<file path="src/rtl/rob_if.sv">
// Reorder buffer port bundle: flush, dispatch allocation, EX writeback, retire
// and forwarding lookup. The ROB itself sits on the slave side.
interface rob_if #(
  parameter int SLOT_W = 4
);
  logic              flush;
  logic              alloc_req;
  logic [4:0]        alloc_dest_reg;
  logic              alloc_dest_valid;
  logic              alloc_ready;
  logic [SLOT_W-1:0] alloc_slot;
  logic              wb_valid;
  logic [SLOT_W-1:0] wb_slot;
  logic [31:0]       wb_result_hi;
  logic [31:0]       wb_result_lo;
  logic              commit_valid;
  logic [4:0]        commit_dest_reg;
  logic              commit_dest_valid;
  logic [31:0]       commit_result_hi;
  logic [31:0]       commit_result_lo;
  logic [SLOT_W-1:0] rd_a_slot;
  logic [SLOT_W-1:0] rd_b_slot;
  logic              rd_a_done;
  logic              rd_b_done;
  logic [31:0]       rd_a_data;
  logic [31:0]       rd_b_data;

  modport master (
    output flush, alloc_req, alloc_dest_reg, alloc_dest_valid,
           wb_valid, wb_slot, wb_result_hi, wb_result_lo, rd_a_slot, rd_b_slot,
    input  alloc_ready, alloc_slot, commit_valid, commit_dest_reg, commit_dest_valid,
           commit_result_hi, commit_result_lo, rd_a_done, rd_b_done, rd_a_data, rd_b_data
  );

  modport slave (
    input  flush, alloc_req, alloc_dest_reg, alloc_dest_valid,
           wb_valid, wb_slot, wb_result_hi, wb_result_lo, rd_a_slot, rd_b_slot,
    output alloc_ready, alloc_slot, commit_valid, commit_dest_reg, commit_dest_valid,
           commit_result_hi, commit_result_lo, rd_a_done, rd_b_done, rd_a_data, rd_b_data
  );
endinterface

</file>
<file path="src/rtl/rob.sv">
// Reorder buffer: in-order allocation, out-of-order writeback, in-order retire (one per cycle).
// Define ROB_FWD_EN to enable the rd_a/rd_b forwarding lookup with same-cycle writeback bypass.
module rob #(
  parameter  int DEPTH  = 16,
  localparam int SLOT_W = $clog2(DEPTH)
) (
  input logic  clock,
  input logic  reset_n,
  rob_if.slave bus
);
  localparam logic [SLOT_W:0] FULL_CNT = (SLOT_W+1)'(DEPTH);

  logic [SLOT_W-1:0] head_q, head_d, tail_q, tail_d;
  logic [SLOT_W:0]   count_q, count_d;
  logic [DEPTH-1:0]  valid_q, valid_d, done_q, done_d;
  logic [DEPTH-1:0]  dest_valid_q, dest_valid_d;
  logic [4:0]        dest_reg_q [DEPTH];
  logic [4:0]        dest_reg_d [DEPTH];
  logic [31:0]       hi_q [DEPTH];
  logic [31:0]       hi_d [DEPTH];
  logic [31:0]       lo_q [DEPTH];
  logic [31:0]       lo_d [DEPTH];

  logic              commit_valid_q, commit_valid_d;
  logic [4:0]        commit_dest_reg_q, commit_dest_reg_d;
  logic              commit_dest_valid_q, commit_dest_valid_d;
  logic [31:0]       commit_hi_q, commit_hi_d;
  logic [31:0]       commit_lo_q, commit_lo_d;

  logic alloc_ready;
  logic alloc_fire;
  logic wb_hit;
  logic commit_fire;

  // Full gating uses the current count, so a full ROB refuses alloc even while retiring.
  assign alloc_ready = (count_q != FULL_CNT);
  assign alloc_fire  = bus.alloc_req & alloc_ready & ~bus.flush;
  assign wb_hit      = bus.wb_valid & valid_q[bus.wb_slot];
  assign commit_fire = (count_q != '0) & valid_q[head_q] & done_q[head_q];

  // Next-state for pointers, per-entry flags/payload and the retire registers.
  always_comb begin
    valid_d             = valid_q;
    done_d              = done_q;
    dest_valid_d        = dest_valid_q;
    dest_reg_d          = dest_reg_q;
    hi_d                = hi_q;
    lo_d                = lo_q;
    head_d              = head_q;
    tail_d              = tail_q;
    count_d             = count_q;
    commit_valid_d      = 1'b0;
    commit_dest_reg_d   = 5'd0;
    commit_dest_valid_d = 1'b0;
    commit_hi_d         = 32'd0;
    commit_lo_d         = 32'd0;
    if (bus.flush) begin
      valid_d = '0;
      done_d  = '0;
      head_d  = '0;
      tail_d  = '0;
      count_d = '0;
    end else begin
      for (int i = 0; i < DEPTH; i++) begin
        if (alloc_fire && (tail_q == SLOT_W'(i))) begin
          valid_d[i]      = 1'b1;
          done_d[i]       = 1'b0;
          dest_reg_d[i]   = bus.alloc_dest_reg;
          dest_valid_d[i] = bus.alloc_dest_valid;
        end else begin
          if (wb_hit && (bus.wb_slot == SLOT_W'(i))) begin
            done_d[i] = 1'b1;
            hi_d[i]   = bus.wb_result_hi;
            lo_d[i]   = bus.wb_result_lo;
          end else begin
            done_d[i] = done_q[i];
          end
          if (commit_fire && (head_q == SLOT_W'(i))) begin
            valid_d[i] = 1'b0;
          end else begin
            valid_d[i] = valid_q[i];
          end
        end
      end
      if (commit_fire) begin
        commit_valid_d      = 1'b1;
        commit_dest_reg_d   = dest_reg_q[head_q];
        commit_dest_valid_d = dest_valid_q[head_q];
        commit_hi_d         = hi_q[head_q];
        commit_lo_d         = lo_q[head_q];
        head_d              = head_q + SLOT_W'(1);
      end else begin
        head_d = head_q;
      end
      if (alloc_fire) begin
        tail_d = tail_q + SLOT_W'(1);
      end else begin
        tail_d = tail_q;
      end
      count_d = count_q + {{SLOT_W{1'b0}}, alloc_fire} - {{SLOT_W{1'b0}}, commit_fire};
    end
  end

  // Control state and retire registers with synchronous active-low reset.
  always_ff @(posedge clock) begin
    if (!reset_n) begin
      head_q              <= '0;
      tail_q              <= '0;
      count_q             <= '0;
      valid_q             <= '0;
      done_q              <= '0;
      commit_valid_q      <= 1'b0;
      commit_dest_reg_q   <= 5'd0;
      commit_dest_valid_q <= 1'b0;
      commit_hi_q         <= 32'd0;
      commit_lo_q         <= 32'd0;
    end else begin
      head_q              <= head_d;
      tail_q              <= tail_d;
      count_q             <= count_d;
      valid_q             <= valid_d;
      done_q              <= done_d;
      commit_valid_q      <= commit_valid_d;
      commit_dest_reg_q   <= commit_dest_reg_d;
      commit_dest_valid_q <= commit_dest_valid_d;
      commit_hi_q         <= commit_hi_d;
      commit_lo_q         <= commit_lo_d;
    end
  end

  // Payload storage; only ever observed through valid/done, so it needs no reset.
  always_ff @(posedge clock) begin
    dest_reg_q   <= dest_reg_d;
    dest_valid_q <= dest_valid_d;
    hi_q         <= hi_d;
    lo_q         <= lo_d;
  end

  assign bus.alloc_slot        = tail_q;
  assign bus.alloc_ready       = alloc_ready;
  assign bus.commit_valid      = commit_valid_q;
  assign bus.commit_dest_reg   = commit_dest_reg_q;
  assign bus.commit_dest_valid = commit_dest_valid_q;
  assign bus.commit_result_hi  = commit_hi_q;
  assign bus.commit_result_lo  = commit_lo_q;

`ifdef ROB_FWD_EN
  logic [32:0] rd_a_lkp, rd_b_lkp;

  // Returns {done, data}; data is held at zero while the slot has no result.
  function automatic logic [32:0] fwd_pick(input logic ent_valid, input logic ent_done,
                                           input logic byp, input logic [31:0] byp_data,
                                           input logic [31:0] ent_data);
    logic [32:0] r;
    if (ent_valid && byp) begin
      r = {1'b1, byp_data};
    end else if (ent_valid && ent_done) begin
      r = {1'b1, ent_data};
    end else begin
      r = 33'd0;
    end
    return r;
  endfunction

  // Forwarding lookups with same-cycle writeback bypass.
  always_comb begin
    rd_a_lkp = fwd_pick(valid_q[bus.rd_a_slot], done_q[bus.rd_a_slot],
                        bus.wb_valid && (bus.wb_slot == bus.rd_a_slot),
                        bus.wb_result_lo, lo_q[bus.rd_a_slot]);
    rd_b_lkp = fwd_pick(valid_q[bus.rd_b_slot], done_q[bus.rd_b_slot],
                        bus.wb_valid && (bus.wb_slot == bus.rd_b_slot),
                        bus.wb_result_lo, lo_q[bus.rd_b_slot]);
  end

  assign bus.rd_a_done = rd_a_lkp[32];
  assign bus.rd_a_data = rd_a_lkp[31:0];
  assign bus.rd_b_done = rd_b_lkp[32];
  assign bus.rd_b_data = rd_b_lkp[31:0];
`else
  assign bus.rd_a_done = 1'b0;
  assign bus.rd_a_data = 32'd0;
  assign bus.rd_b_done = 1'b0;
  assign bus.rd_b_data = 32'd0;
`endif

`ifndef SYNTHESIS
  rob_chk #(.SLOT_W(SLOT_W)) u_chk (
    .clock      (clock),
    .reset_n    (reset_n),
    .flush      (bus.flush),
    .wb_valid   (bus.wb_valid),
    .wb_slot    (bus.wb_slot),
    .slot_valid (valid_q[bus.wb_slot])
  );
`endif
endmodule

`ifndef SYNTHESIS
module rob_chk #(
  parameter int SLOT_W = 4
) (
  input logic              clock,
  input logic              reset_n,
  input logic              flush,
  input logic              wb_valid,
  input logic [SLOT_W-1:0] wb_slot,
  input logic              slot_valid
);
  // Flags writebacks that target a slot holding no in-flight instruction.
  always @(posedge clock) begin
    if (reset_n && !flush && wb_valid) begin
      assert (slot_valid) else $warning("rob: writeback to unallocated slot %0d ignored", wb_slot);
    end
  end
endmodule
`endif

</file>
<file path="src/flat_wrapper.sv">
// flat-port wrapper written by rule: the top's interface ports become plain ports
module rob_flat 
#(
  parameter  int DEPTH  = 16,
  localparam int SLOT_W = $clog2(DEPTH)
)
  (clock, reset_n, bus_flush, bus_alloc_req, bus_alloc_dest_reg, bus_alloc_dest_valid, bus_wb_valid, bus_wb_slot, bus_wb_result_hi, bus_wb_result_lo, bus_rd_a_slot, bus_rd_b_slot, bus_alloc_ready, bus_alloc_slot, bus_commit_valid, bus_commit_dest_reg, bus_commit_dest_valid, bus_commit_result_hi, bus_commit_result_lo, bus_rd_a_done, bus_rd_b_done, bus_rd_a_data, bus_rd_b_data);
  rob_if #(.SLOT_W(4)) bus_i ();
  input logic clock;
  input logic reset_n;
  input wire logic [$bits(bus_i.flush)-1:0] bus_flush;
  input wire logic [$bits(bus_i.alloc_req)-1:0] bus_alloc_req;
  input wire logic [$bits(bus_i.alloc_dest_reg)-1:0] bus_alloc_dest_reg;
  input wire logic [$bits(bus_i.alloc_dest_valid)-1:0] bus_alloc_dest_valid;
  input wire logic [$bits(bus_i.wb_valid)-1:0] bus_wb_valid;
  input wire logic [$bits(bus_i.wb_slot)-1:0] bus_wb_slot;
  input wire logic [$bits(bus_i.wb_result_hi)-1:0] bus_wb_result_hi;
  input wire logic [$bits(bus_i.wb_result_lo)-1:0] bus_wb_result_lo;
  input wire logic [$bits(bus_i.rd_a_slot)-1:0] bus_rd_a_slot;
  input wire logic [$bits(bus_i.rd_b_slot)-1:0] bus_rd_b_slot;
  output wire logic [$bits(bus_i.alloc_ready)-1:0] bus_alloc_ready;
  output wire logic [$bits(bus_i.alloc_slot)-1:0] bus_alloc_slot;
  output wire logic [$bits(bus_i.commit_valid)-1:0] bus_commit_valid;
  output wire logic [$bits(bus_i.commit_dest_reg)-1:0] bus_commit_dest_reg;
  output wire logic [$bits(bus_i.commit_dest_valid)-1:0] bus_commit_dest_valid;
  output wire logic [$bits(bus_i.commit_result_hi)-1:0] bus_commit_result_hi;
  output wire logic [$bits(bus_i.commit_result_lo)-1:0] bus_commit_result_lo;
  output wire logic [$bits(bus_i.rd_a_done)-1:0] bus_rd_a_done;
  output wire logic [$bits(bus_i.rd_b_done)-1:0] bus_rd_b_done;
  output wire logic [$bits(bus_i.rd_a_data)-1:0] bus_rd_a_data;
  output wire logic [$bits(bus_i.rd_b_data)-1:0] bus_rd_b_data;
  assign bus_i.flush = bus_flush;
  assign bus_i.alloc_req = bus_alloc_req;
  assign bus_i.alloc_dest_reg = bus_alloc_dest_reg;
  assign bus_i.alloc_dest_valid = bus_alloc_dest_valid;
  assign bus_i.wb_valid = bus_wb_valid;
  assign bus_i.wb_slot = bus_wb_slot;
  assign bus_i.wb_result_hi = bus_wb_result_hi;
  assign bus_i.wb_result_lo = bus_wb_result_lo;
  assign bus_i.rd_a_slot = bus_rd_a_slot;
  assign bus_i.rd_b_slot = bus_rd_b_slot;
  assign bus_alloc_ready = bus_i.alloc_ready;
  assign bus_alloc_slot = bus_i.alloc_slot;
  assign bus_commit_valid = bus_i.commit_valid;
  assign bus_commit_dest_reg = bus_i.commit_dest_reg;
  assign bus_commit_dest_valid = bus_i.commit_dest_valid;
  assign bus_commit_result_hi = bus_i.commit_result_hi;
  assign bus_commit_result_lo = bus_i.commit_result_lo;
  assign bus_rd_a_done = bus_i.rd_a_done;
  assign bus_rd_b_done = bus_i.rd_b_done;
  assign bus_rd_a_data = bus_i.rd_a_data;
  assign bus_rd_b_data = bus_i.rd_b_data;
  rob #(.DEPTH(DEPTH)) u_core (.clock(clock), .reset_n(reset_n), .bus(bus_i));
endmodule
</file>
<file path="config.mk">
export PLATFORM = sky130hd
export DESIGN_NAME = rob_flat
export DESIGN_NICKNAME = d
export VERILOG_FILES = /design/src/rtl/rob_if.sv /design/src/rtl/rob.sv /design/src/flat_wrapper.sv
export SDC_FILE = /design/constraint.sdc
export NUM_CORES = 1
export LEC_CHECK = 0
export ABC_AREA = 1
export CAP_MARGIN = 20
export CORE_MARGIN = 2
export CORE_UTILIZATION = 54
export DETAILED_ROUTE_END_ITERATION = 8
export GPL_ROUTABILITY_DRIVEN = 0
export PLACE_DENSITY = 0.82
export SYNTH_ARGS = -nofsm -noshare
export SYNTH_HDL_FRONTEND = slang
export SYNTH_SLANG_ARGS = --single-unit
</file>
<file path="constraint.sdc">
create_clock -name clock -period 7.3 [get_ports clock]
set_input_delay 1.825 -clock clock [delete_from_list [all_inputs] [get_ports clock]]
set_output_delay 1.825 -clock clock [all_outputs]
set_load 0.01 [all_outputs]
</file>
* Yosys cells after proc, flatten, opt, wreduce, memory -nomap -nowiden *
Cells that the tools add are included.
W data, S select, Z words.

word-level totals
  bits in registers = 1,236
  input bits = 87
  output and inout bits = 142
  word-level logic and storage cells = 350

cells by class
  $add $sub $neg = 4
  magnitude comparators = 3
  equality and inequality tests = 46
  muxes and demuxes = 50
  bitwise logic cells = 25
  reductions and logical operators = 118

operator list
  kind                   count
  $bmux W32 S4           2
  $mux W32               4
  $eq A4 B4 Y1 const B   24
  $reduce_or A3 Y1       17
  $eq A4 B3 Y1 const B   12
  $logic_and A1 B1 Y1    48
  $reduce_and A3 Y1      16
  $mux W1                37
  $reduce_and A2 Y1      16
  $reduce_bool A2 Y1     16
  $eq A4 B2 Y1 const B   6
  $bmux W5 S4            1
  $not A1 Y1             19
  $bmux W1 S4            4
  $eq A4 B1 Y1 const B   3
  $logic_not A4 Y1       3
  $lt A4 B5 Y1 const B   2
  $mux W5                2
  $add A4 B1 Y4 const B  2
  $add A5 B1 Y5          1
  $and A1 B1 Y1          5
  $ge A5 B5 Y1 const B   1
  $ne A5 B5 Y1 const B   1
  $not A4 Y5             1
  3 further kinds        3

* Depth between registers and ports, before layout *
Gate-level depths: netlist of the first run.

  word-level depth = 7
  depth in mapped cells = 20

* Least setup slack after synthesis of the first run *
No wires, ideal clock.

  path type = input-to-reg
  from = input bus_wb_slot[0]
  to = register u_core.hi_q[0] (netlist bit) (enable)
  data arrival time = 7.212 ns
  required time = 6.735 ns
  setup slack = -0.477 ns
  cell stages on the path = 12
  path through = nor2_1 > inv_1 > nor2_1 > nor2_1 > nand2_1 > nand2_1 > nand2_1 > inv_1 > nand2_1 > buf_2 > nand3_1 > nor3_1

between the ends
  word-level cells in the longest chain between the ends = 5
  elaborated cells between the ends (all ways) = 6

RTL lines
  what                           RTL line            source
  start: declaration             flat_wrapper.sv:16  input wire logic [$bits(bus_i.wb_slot)-1:0] bus_wb_slot;
  $bmux W1 S4                    rob.sv:38           assign wb_hit = bus.wb_valid & valid_q[bus.wb_slot];
  $mux W1 (implied by the code)  rob.sv:38
  $and A1 B1 Y1                  rob.sv:38
  $logic_and A1 B1 Y1 *          rob.sv:71           if (wb_hit && (bus.wb_slot == SLOT_W'(i))) begin
  $reduce_and A3 Y1 (no line) *  --
  end signal: assignment         rob.sv:135          hi_q <= hi_d;
  end: declaration               rob.sv:19           logic [31:0] hi_q [DEPTH];

Every way passes the cells marked *; elsewhere a longest branch is shown, timed or not. The select of a mux whose other input is x is not followed.
A chain may end at the register's enable or synchronous reset.

* Worst setup path in the final report of the first run *
  from = input bus_wb_slot[0]
  to = register u_core.hi_q[490] (netlist bit) (enable)

The elaborated chain is that of the path after synthesis.

==> run metrics, run 1 <==
cts bufs inserted=115; Post-Syn Area=48130 sq um; CTS Buffer Depth=3; slowest stage delay, CP=810 ps; dpl hpwl=56950 um; Starting Density=54.46%; TritonCTS clock tree=yes; crit-path max FO=29; critical path data required time=7620 ps; Slew Limit Fails=0; Reg2Reg Launch Point=u_core.head_q[0]; placed instance area=50550 sq um; vias in the first global route=30010; hold path cells=2; Setup Viol. Count Final=0; R2R setup slack=2810 ps; global route total overflow=0; final core occ=61.46%; # DRC=0; Fillers=6289; nets@finish=3977; Critical R2R Capture=u_core.count_q[4]; hold violation count in the final report=0; post-synthesis sequential area ratio=74.70%; final worst setup slack=2382 ps; postcts setup bufs=0; Top Registers=u_core.hi_q x512, u_core.lo_q x512, u_core.dest_reg_q x80; synthesis-stage register bit count=1236; crit start category=primary input; DP Cell Count=4922; outcome=completed; clock transition at the registers of the reported paths=60 ps; final std cells w/o fill=5146; hold path startpoint=u_core.done_q[8]; Setup WS pre-CTS=1840 ps; Detail Route Antenna Nets=0; HP Class=register to register; DRT iter0 DRCs=4131; layout cell share with drive strength beyond 1=7.895%; syn avg cell area=12.67 sq um; maximum vdd ir drop=0.2230 mV; detailed-route via count=31220; minimum hold slack=446.1 ps; Warnings, synthesis=0; Post-Layout Inst Area=54310 sq um; 1st-pass router iterations=6; CP Class=primary input to register; die height=302.5 um; Crit. End Element=register; DIE WIDTH=302.5 um; # rows=109; Lkg Pwr=17.91 nW; WL/cell=22.70 um; I/O pin count=229; Tmin final=4918 ps; number of antenna violations at the first check in global routing=5; Critical Path AT=5240 ps; H-tree depth=3; MaxCap Viol Count=0; RSZ-0062 raised after global routing=false; Resized cells post-CTS=0; PnR Total Power=13.81 mW; Reg2Reg Depth=19; worst skew pair latency=690 ps; Setup TNS=0 ps; CP max stage cell=nor3_2; pwr dens=254.2 nW/um^2; Synth Instances=3798; WP buf/inv=4; measured slew at the worst slew-check pin=1206 ps; final wirelength=116800 um; Hold Buf Count CTS=0; max frequency=203.3 MHz; Buffers on Ports=154; die area=91530 sq um; area of the core=88370 sq um; CP delay by family, top=simple AND/OR/NAND/NOR gates; skew final=24.12 ps; final worst-path cycle share=67.37%; Yosys cell types=29; Max transition margin=19.27%; root buffer cell=clkbuf_16; GRT Overall Usage=24.95%; largest net degree at the start of global routing=191; CTS Sinks=1236; routed vias/inst=6.066; global-route wire length before repair=174200 um; crit path cell chain=clkdlybuf4s50_1, nor2_1, inv_1, nor2_1, nor2_1, nand2_1, nand2_1, nand2_1, inv_1, nand2_1, nand3_1, nor3_2, buf_4; worst hold endpoint=u_core.done_q[8]; area delta synth->final=12.85%; Most Frequent Cell on Critical Path=nand2_1
-- metal layers --
| layer | share of wire (%) | up-vias | GRT usage (%) | wire [um] |
|---|---|---|---|---|
| li1 | - | 13770 | - | - |
| met1 | 37 | 15260 | 32.09 | 42980 |
| met2 | 50 | 1916 | 42.91 | 58540 |
| met3 | 9.6 | 273 | 3.659 | 11230 |
| met4 | 3.5 | 0 | 9.981 | 4076 |
| met5 | 0 | - | 0 | 0 |
-- layout by cell type (no fill, tap or decap), types with 56 or more instances in the layout --
master	instances
edfxtp_1	1120
nor2_1	635
o21ai_0	567
nand2_1	391
o22ai_1	280
clkdlybuf4s50_1	154
clkbuf_16	118
a21oi_1	117
dfxtp_1	114
inv_1	88
a21oi_2	70
conb_1	66
nand3_1	56
-- worst max path at each step --
stage	startpoint	end	slack [ps]	cells past startpoint
after floorplan	bus_wb_slot[0]	u_core.hi_q[384]	-280	11
after global placement	bus_wb_slot[0]	u_core.hi_q[508]	1900	13
after detailed placement	bus_wb_slot[0]	u_core.hi_q[495]	1840	13
after CTS	bus_wb_slot[0]	u_core.lo_q[493]	2550	13
after global routing	bus_wb_slot[0]	u_core.lo_q[494]	2150	13
final	bus_wb_slot[0]	u_core.hi_q[490]	2380	13
-- logic make-up after synthesis --
kind of cell,synth area share (%)
AOI/OAI and AO/OA,12.04
xor gates and xnor gates,0.07280
adders and majority gates,0.4056
buffers and inverters,3.866
DFF,74.70
other,0.007792
and+or+nand+nor,8.904
-- worst reg2reg max path, cell delays in order, from the launching register on --
cell	delay [ps]
dfxtp_4	910
buf_4	1010
nand2_1	170
nand3_1	120
nand2_1	70
nand2_1	60
nand2_1	60
inv_2	50
nand2_2	250
nand2_4	220
inv_1	100
ha_1	290
inv_1	40
ha_1	210
fa_1	430
nand2_1	90
a21oi_1	60
nor2_1	110
o21ai_0	90
a21oi_1	120
-- report_power, final --
part / switching, mW / internal [mW] / total (mW)
clock network: 2.57 / 3.34 / 5.92
registers: 0.00182 / 7.71 / 7.71
logic: 0.135 / 0.0459 / 0.181
total: 2.71 / 11.1 / 13.8
-- synthesized netlist by cell type, drive strengths merged --
cell type	number	area, sq um
o21ai	567	2838
conb	1	3.750
xor2	3	26.28
a31oi	1	6.260
nand4	2	12.51
nand3	56	280.3
clkbuf	190	713.2
fa	1	20.02
edfxtp	1120	33630
dfxtp	116	2322
buf	114	788.3
inv	95	359.1
nand2	393	1485
ha	14	175.2
xnor2	1	8.760
nor3	17	85.08
o22ai	280	1752
a21oi	187	1199
nor2	640	2422
-- layout make-up --
cell class	instances	area [sq um]	share of cell area, %
Clock buffer	163	3246	5.976
Inverter	95	374.1	0.6888
Clock inverter	56	485.5	0.8938
Multi-Input combinational cell	2228	10730	19.76
Tap cell	1165	1458	2.684
Antenna cell	4	10.01	0.01843
Timing Repair Buffer	199	2049	3.773
Sequential cell	1236	35960	66.21
Note: power is estimated with default switching activity, not from simulation.
==> inputs of run 2 (changes only) <==
CORE_UTILIZATION = 55   (was 54)
PLACE_DENSITY = 0.81   (was 0.82)
clock period = 4.7 ns   (was 7.3 ns; I/O delays follow)
==> run metrics, run 2 (synthesized netlist as in run 1, its figures left out) <==
DRT iter0 DRCs=3873 (was 4131); Resized cells post-CTS=0 (unchanged); commonest cells after routing, fill and taps aside=edfxtp_1 (1120), nor2_1 (635), o21ai_0 (567) (unchanged); Tmin final=3731 ps; Slew Limit Fails=0 (unchanged); H-tree depth=3 (unchanged); global-route wire length before repair=175600 um (was 174200 um); Crit. End Element=register (unchanged); # DRC=0 (unchanged); hold violation count in the final report=0 (unchanged); Detail Route Antenna Nets=0 (unchanged); WP buf/inv=3 (was 4); DP Cell Count=4946 (was 4922); nets@finish=4011 (was 3977); TritonCTS clock tree=yes (unchanged); number of antenna violations at the first check in global routing=8 (was 5); CTS Sinks=1236 (unchanged); Fillers=6003 (was 6289); # rows=108 (was 109); area of the core=86750 sq um (was 88370 sq um); Most Frequent Cell on Critical Path=nand2_1 (unchanged); RSZ-0062 raised after global routing=false (unchanged); final wirelength=117600 um (was 116800 um); CP max stage cell=inv_8 (was nor3_2); Setup Viol. Count Final=0 (unchanged); root buffer cell=clkbuf_16 (unchanged); max frequency=268.0 MHz; dpl hpwl=60770 um (was 56950 um); die area=89890 sq um (was 91530 sq um); maximum vdd ir drop=0.3439 mV (was 0.2230 mV); Top Registers=u_core.hi_q x512, u_core.lo_q x512, u_core.dest_reg_q x80 (unchanged); CP delay by family, top=simple AND/OR/NAND/NOR gates (unchanged); final worst-path cycle share=79.39%; layout cell share with drive strength beyond 1=8.678% (was 7.895%); CP Class=register to register (was primary input to register); crit path cell chain=inv_8, nand2_1, nand3_1, nand2_1, nand2_1, nand2_1, nor2_4, nand2_4, inv_1, ha_1, inv_1, ha_1, fa_1, nand2_1, a21oi_1, nor2_1, o21ai_0, a21oi_1 (was clkdlybuf4s50_1, nor2_1, inv_1, nor2_1, nor2_1, nand2_1, nand2_1, nand2_1, inv_1, nand2_1, nand3_1, nor3_2, buf_4); detailed-route via count=31220 (about the same); minimum hold slack=445.6 ps (was 446.1 ps); worst skew pair latency=690 ps (about the same); 1st-pass router iterations=8 (was 6); Starting Density=55.48% (was 54.46%); area delta synth->final=14.20% (was 12.85%); skew final=24.38 ps (was 24.12 ps); largest net degree at the start of global routing=217 (was 191); critical path data required time=5320 ps (was 7620 ps); final std cells w/o fill=5173 (was 5146); MaxCap Viol Count=0 (unchanged); global route total overflow=0 (unchanged); Hold Buf Count CTS=0 (unchanged); GRT Overall Usage=25.55% (was 24.95%); outcome=completed (unchanged); postcts setup bufs=0 (unchanged); HP Class=register to register (unchanged); pwr dens=395.0 nW/um^2 (was 254.2 nW/um^2); Buffers on Ports=154 (unchanged); cts bufs inserted=116 (was 115); commonest non-fill, non-tap cell in the layout=edfxtp_1 (unchanged); DIE WIDTH=299.8 um (was 302.5 um); Lkg Pwr=18.21 nW (was 17.91 nW); Critical Path AT=4350 ps (was 5240 ps); R2R setup slack=970 ps (was 2810 ps); clock transition at the registers of the reported paths=60 ps (about the same); I/O pin count=229 (unchanged); measured slew at the worst slew-check pin=1127 ps (was 1206 ps); crit-path max FO=117 (was 29); CTS Buffer Depth=3 (unchanged); routed vias/inst=6.035 (was 6.066); WL/cell=22.74 um (was 22.70 um); vias in the first global route=29990 (was 30010); crit start category=register (was primary input); slowest stage delay, CP=580 ps (was 810 ps); Max transition margin=24.87% (was 19.27%); placed instance area=51100 sq um (was 50550 sq um); Post-Layout Inst Area=54960 sq um (was 54310 sq um); die height=299.8 um (was 302.5 um)
[run 2: changes by cell type in the layout (fill, tap and decap cells not counted), sizes merged]
cell	before	now
buf	45	79
bufinv	7	16
clkbuf	163	141
clkdlybuf4s50	154	153
clkinv	41	56
clkinvlp	4	3
diode	4	8
inv	99	98
[run 2: worst paths after layout]
check                      end        startpoint  depth (start not counted)
max          u_core.count_q[4]  u_core.head_q[0]                         18
min           u_core.done_q[9]  u_core.done_q[9]                          2
max reg2reg  u_core.count_q[4]  u_core.head_q[0]                         18
min reg2reg   u_core.done_q[9]  u_core.done_q[9]                          2
[run 2: power breakdown]
group	leakage (nW)	switching, mW	internal [mW]	total (mW)
sequential	11.0	0.00269	12.0	12.0
clock	1.88	3.97	5.48	9.45
combinational	5.33	0.215	0.0719	0.287
total	18.2	4.18	17.5	21.7
[run 2: through the flow]
| stage | setup slack, ps | TNS [ps] | power, mW | util, % |
|---|---|---|---|---|
| final | 968.7 | 0 | 21.71 | 63.36 |
| after global routing | 710.2 | 0 | 22.22 | 63.35 |
| after CTS | 1040 | 0 | 21.77 | 63.33 |
| after detailed placement | 566.4 | 0 | 12.49 | 58.90 |
| after global placement | 555.9 | 0 | 12.48 | 58.90 |
| after floorplan | -474.1 | -238520 | 12.32 | - |
[run 2: area by class of cell]
cell class	instances	area [sq um]	share of cell area (%)
multi-input cells	2228	10760	19.57
well taps	1155	1445	2.629
repair buffers	232	2560	4.658
clock inverters	78	797.0	1.450
inverters	95	375.4	0.6829
flip-flops and latches	1236	35960	65.43
clock buffers	141	3048	5.545
diodes	8	20.02	0.03642
[run 2: metal layers]
metal	track usage (%)	vias up	wire, um
met5	0	-	13
met4	10.60	2	4208
met3	3.967	285	11400
met2	42.59	1889	58380
met1	33.77	15180	43630
li1	-	13860	-
[run 2: worst min-delay path: stages (launching register included)]
cell     delay, ps
dfxtp_1        310
inv_1           40
a21oi_1         50
